**src/rtl/store_lane_buffer.sv**
```systemverilog
// rtl/store_lane_buffer.sv - store lane narrowing and write FIFO between MEM stage and data memory
// Optional feature macro: STORE_MERGE_EN (merge same-word stores into the tail entry).
module store_lane_buffer #(
    parameter int DEPTH = 4,
    parameter int CNT_W = 3
) (
    input  logic             clk,
    input  logic             rst_n,
    input  logic             in_valid,
    output logic             in_ready,
    input  logic [31:0]      in_addr,
    input  logic [31:0]      in_data,
    input  logic [1:0]       in_size,
    output logic             mem_valid,
    input  logic             mem_ready,
    output logic [31:0]      mem_addr,
    output logic [31:0]      mem_wdata,
    output logic [3:0]       mem_be,
    output logic             misalign_err,
    output logic [CNT_W-1:0] count
);
    localparam int PTR_W = CNT_W - 1;

    logic [29:0]      addr_q [DEPTH];
    logic [31:0]      data_q [DEPTH];
    logic [3:0]       be_q   [DEPTH];
    logic [PTR_W-1:0] wr_ptr_q;
    logic [PTR_W-1:0] rd_ptr_q;
    logic [CNT_W-1:0] count_q;
    logic             err_q;

    logic        accept;
    logic        misaligned;
    logic        push;
    logic        pop;
    logic        merge;
    logic [31:0] lane_data;
    logic [3:0]  lane_be;

    assign in_ready     = (count_q != CNT_W'(DEPTH));
    assign mem_valid    = (count_q != '0);
    assign accept       = in_valid & in_ready;
    assign pop          = mem_valid & mem_ready;
    assign mem_addr     = {addr_q[rd_ptr_q], 2'b00};
    assign mem_wdata    = data_q[rd_ptr_q];
    assign mem_be       = be_q[rd_ptr_q];
    assign misalign_err = err_q;
    assign count        = count_q;

    // Replicate source bytes across all lanes so memory only needs byte enables.
    always_comb begin
        lane_data  = in_data;
        lane_be    = 4'b1111;
        misaligned = 1'b0;
        case (in_size)
            2'b00: begin
                lane_data = {4{in_data[7:0]}};
                lane_be   = 4'b0001 << in_addr[1:0];
            end
            2'b01: begin
                lane_data  = {2{in_data[15:0]}};
                lane_be    = in_addr[1] ? 4'b1100 : 4'b0011;
                misaligned = in_addr[0];
            end
            2'b10: begin
                lane_data  = in_data;
                lane_be    = 4'b1111;
                misaligned = |in_addr[1:0];
            end
            default: begin
                lane_data  = in_data;
                lane_be    = 4'b0000;
                misaligned = 1'b1;
            end
        endcase
    end

`ifdef STORE_MERGE_EN
    logic [PTR_W-1:0] tail_ptr;

    assign tail_ptr = wr_ptr_q - {{(PTR_W-1){1'b0}}, 1'b1};
    // A single-entry buffer being popped this cycle has no tail to merge into.
    assign merge = accept & ~misaligned & mem_valid
                 & (addr_q[tail_ptr] == in_addr[31:2])
                 & ~(pop & (count_q == CNT_W'(1)));
`else
    assign merge = 1'b0;
`endif

    assign push = accept & ~misaligned & ~merge;

    always_ff @(posedge clk or negedge rst_n) begin
        if (!rst_n) begin
            wr_ptr_q <= '0;
            rd_ptr_q <= '0;
            count_q  <= '0;
            err_q    <= 1'b0;
            for (int i = 0; i < DEPTH; i++) begin
                addr_q[i] <= '0;
                data_q[i] <= '0;
                be_q[i]   <= '0;
            end
        end else begin
            err_q <= accept & misaligned;
            if (push) begin
                addr_q[wr_ptr_q] <= in_addr[31:2];
                data_q[wr_ptr_q] <= lane_data;
                be_q[wr_ptr_q]   <= lane_be;
                wr_ptr_q         <= wr_ptr_q + {{(PTR_W-1){1'b0}}, 1'b1};
            end
`ifdef STORE_MERGE_EN
            if (merge) begin
                be_q[tail_ptr] <= be_q[tail_ptr] | lane_be;
                for (int b = 0; b < 4; b++) begin
                    if (lane_be[b]) data_q[tail_ptr][b*8 +: 8] <= lane_data[b*8 +: 8];
                end
            end
`endif
            if (pop) begin
                rd_ptr_q <= rd_ptr_q + {{(PTR_W-1){1'b0}}, 1'b1};
            end
            count_q <= count_q + CNT_W'(push) - CNT_W'(pop);
        end
    end
endmodule
```
**config.mk**
```make
export PLATFORM = sky130hd
export DESIGN_NAME = store_lane_buffer
export DESIGN_NICKNAME = d
export VERILOG_FILES = /design/src/rtl/store_lane_buffer.sv
export SDC_FILE = /design/constraint.sdc
export NUM_CORES = 1
export LEC_CHECK = 0
export BUFFER_PORTS_ARGS = -buffer_cell sky130_fd_sc_hd__buf_2
export CAP_MARGIN = 20
export CELL_PAD_IN_SITES_DETAIL_PLACEMENT = 0
export CELL_PAD_IN_SITES_GLOBAL_PLACEMENT = 1
export CORE_ASPECT_RATIO = 1.1
export CORE_MARGIN = 2
export CORE_UTILIZATION = 49
export DETAILED_ROUTE_END_ITERATION = 16
export GPL_TIMING_DRIVEN = 0
export PLACE_DENSITY = 0.79
export SYNTH_ARGS = -nofsm -noshare
export SYNTH_HDL_FRONTEND = slang
export SYNTH_SLANG_ARGS = --single-unit
```
**constraint.sdc**
```tcl
create_clock -name clk -period 3 [get_ports clk]
set_clock_uncertainty 0.2 [all_clocks]
set_input_delay 0.3 -clock clk [delete_from_list [all_inputs] [get_ports clk]]
set_output_delay 0.3 -clock clk [all_outputs]
set_load 0.005 [all_outputs]
```
==> impl_metrics.env <==
export IMPL_outcome="finished clean"
export IMPL_fp_row_count=61
export IMPL_yosysTopAreaCellShare_pct=54.8
export IMPL_nFillCells=1948
export IMPL_reg2reg_from="count[1]$_DFF_PN0_"
export IMPL_p_leak_nw=7.31
export IMPL_drt_iter0_drc=446
export IMPL_design_area_mm2=0.0153
export IMPL_cts_root_buffer_cell="clkbuf_16"
export IMPL_report_final_hold_viol_count=0
export IMPL_worst_setup_path_type="reg -> out"
export IMPL_crit_required_ns=2.50
export IMPL_rsz0062_at_grt="no"
export IMPL_synth_seq_cells=272
export IMPL_synthTopCellsByArea="dfrtp_1, mux4_2, mux2_4, mux2_2, o21ai_0"
export IMPL_die_x_um=156
export IMPL_tightest_slew_ns=1.03
export IMPL_layout_nets=1177
export IMPL_cts_made_buffers=29
export IMPL_cap_violations=0
export IMPL_final_common_cell="dfrtp_1"
export IMPL_area_delta_synth_final_pct=23.0
export IMPL_ios=144
export IMPL_fin_util_pct=60.8
export IMPL_regToRegEndpoint="count[2]$_DFF_PN0_"
export IMPL_synthMuxAreaShare_pct=30.7
export IMPL_ys_seq_area_share_pct=54.8
export IMPL_start_util_pct=49.4
export IMPL_ys_types=30
export IMPL_wl_per_cell_um=21.0
export IMPL_period_needed_ns=2.82
export IMPL_period_share_pct=94.0
export IMPL_antenna_cells=0
export IMPL_ir_worst_vdd_mv=0.588
export IMPL_dieArea_mm2=0.0266
export IMPL_clk_latency_ns=0.54
export IMPL_cts_sinks=272
export IMPL_startpoint_type="flip-flop"
export IMPL_synth_top_family_by_area="multiplexers"
export IMPL_synth_top_area_cell="dfrtp_1"
export IMPL_ys_warn_count=0
export IMPL_grt_pass1_vias=8589
export IMPL_r2r_worst_path_cells=10
export IMPL_grt_overflow=0
export IMPL_grt_max_degree=123
export IMPL_synth_fa_ha_area_share_pct=0.766
export IMPL_grt_antenna_before_repair=0
export IMPL_drive_gt1_share_pct=41.7
export IMPL_die_h_um=171
export IMPL_clockBufferDepth=3
export IMPL_coreArea_mm2=0.0251
export IMPL_vias=7985
export IMPL_grt_pass1_wl_mm=47.9
export IMPL_hp_class="in -> async"
export IMPL_synth_top_flop_cell="dfrtp_1"
export IMPL_async_flop_share_pct=100
export IMPL_cp_end_kind="primary output"
export IMPL_gp_congestion=0.810
export IMPL_reg2reg_setup_slack_ns=0.32
export IMPL_clock_fmax_mhz=355
export IMPL_firstDrtPassIters=4
export IMPL_vias_per_cell=5.55
export IMPL_p_per_area_mw_per_mm2=1080
export IMPL_setup_violations=0
export IMPL_tns_ns=0
export IMPL_wirelength_mm=30.2
export IMPL_netlist_area_mm2=0.0124
export IMPL_synthCells=861
export IMPL_final_cell_mix="dfrtp_1, buf_2, o21ai_0, nand2_1, mux2_4"
export IMPL_hpwl_mm=19.8
export IMPL_synth_compound_area_share_pct=5.72
export IMPL_synth_xor_area_share_pct=0.353
export IMPL_cp_max_fo=10
export IMPL_place_area_mm2=0.0136
export IMPL_cts_tree="built"
export IMPL_cp_arrival_ns=2.32
export IMPL_total_power_mw=16.5
export IMPL_synthSimpleGateAreaFrac_pct=4.20
export IMPL_portBuffers=140
export IMPL_synth_edf_count=0
export IMPL_clock_tree_htree_level_count=1
export IMPL_drtAntennaViolNets=0
export IMPL_slew_violations=0
export IMPL_path_clk_slew_ns=0.06
export IMPL_maxSlewHeadroom_pct=31.4
export IMPL_track_usage_pct=23.3
export IMPL_drc=0
export IMPL_syn_avg_cell_area_um2=14.4
export IMPL_post_cts_buffers=0
-- registers in the layout (all words and copies together) (netlist names) --
| signal | cells |
|---|---|
| addr_q | 120 |
| misalign_err | 1 |
| data_q | 128 |
| wr_ptr_q | 2 |
| be_q | 16 |
| rd_ptr_q | 2 |
| count | 3 |
-- logic make-up after synthesis --
| group | Yosys count |
|---|---|
| xor+xnor | 5 |
| other cells | 1 |
| mux | 243 |
| buf+inv | 69 |
| fa+ha+maj | 7 |
| compound gates | 132 |
| simple gates | 132 |
| flops | 272 |
-- stage by stage --
stage / hold slack, ns / worst slack, ns / std cells
floorplan: -0.196 / 0.431 / 862
global placement: 0.256 / -3.59 / 1317
detailed placement: 0.00412 / 0.313 / 1319
CTS: 0.0106 / 0.0643 / 1438
global route: 0.0497 / 0.0600 / 1438
finish: 0.0241 / 0.180 / 1438
-- layer usage --
layer	share of wire [%]	vias up	track usage, %
met4	2.1	0	5.98
li1	-	3575	-
met3	5.1	44	3.65
met5	0	-	0
met1	44	4122	32.6
met2	49	244	38.5
-- where the power goes --
group	leakage, nW	switching [mW]	total, mW	internal, mW
clock	0.506	1.51	3.78	2.27
sequential	3.34	0.933	6.38	5.45
combinational	3.47	2.57	6.34	3.76
-- cells in the mapped netlist (2+ instances only) --
cell type	instances
dfrtp_1	272
o21ai_0	116
nand2_1	115
mux2_4	96
mux4_2	66
mux2_2	57
buf_2	27
mux2i_1	24
buf_6	16
clkbuf_1	13
nor2_1	11
a21oi_1	9
ha_1	6
inv_1	6
buf_1	5
o2111ai_2	4
xnor2_1	4
buf_4	2
-- critical path, stage by stage (launching register included) --
cell and delay, ns:
dfrtp_1 0.32, clkbuf_1 0.25, buf_6 0.23, buf_4 0.26, mux4_2 0.56, buf_2 0.15
-- final cells by class --
class / count / area, um2 / area share (%)
Timing Repair Buffer: 207 / 1420 / 9.28
Sequential cell: 272 / 6810 / 44.6
Clock buffer: 37 / 816 / 5.34
Buffer: 63 / 418 / 2.74
Multi-Input combinational cell: 521 / 5190 / 34.0
Clock inverter: 17 / 204 / 1.34
Tap cell: 315 / 394 / 2.58
Inverter: 6 / 22.5 / 0.148
-- repair_timing --
item                       CTS  global route
pin swaps                    0             0
hold buffers                65             0
gates resized for setup      7             2
setup endpoints to repair   39             4
hold endpoints to repair   517             0
-- how the worst max path moves through the flow --
stage | start | endpoint | slack, ns | depth (start not counted)
5_1_grt | rd_ptr_q[0]$_DFFE_PN0P_ | mem_wdata[30] | 0.06 | 5
3_3_place_gp | rst_n | data_q[17]$_DFFE_PN0P_ | -3.59 | 1
3_5_place_dp | count[1]$_DFF_PN0_ | count[2]$_DFF_PN0_ | 0.31 | 10
4_1_cts | rd_ptr_q[0]$_DFFE_PN0P_ | mem_wdata[23] | 0.06 | 5
6_report | rd_ptr_q[0]$_DFFE_PN0P_ | mem_wdata[30] | 0.18 | 5
2_1_floorplan | count[1]$_DFF_PN0_ | count[2]$_DFF_PN0_ | 0.43 | 10
(Power assumes the default switching activity.)
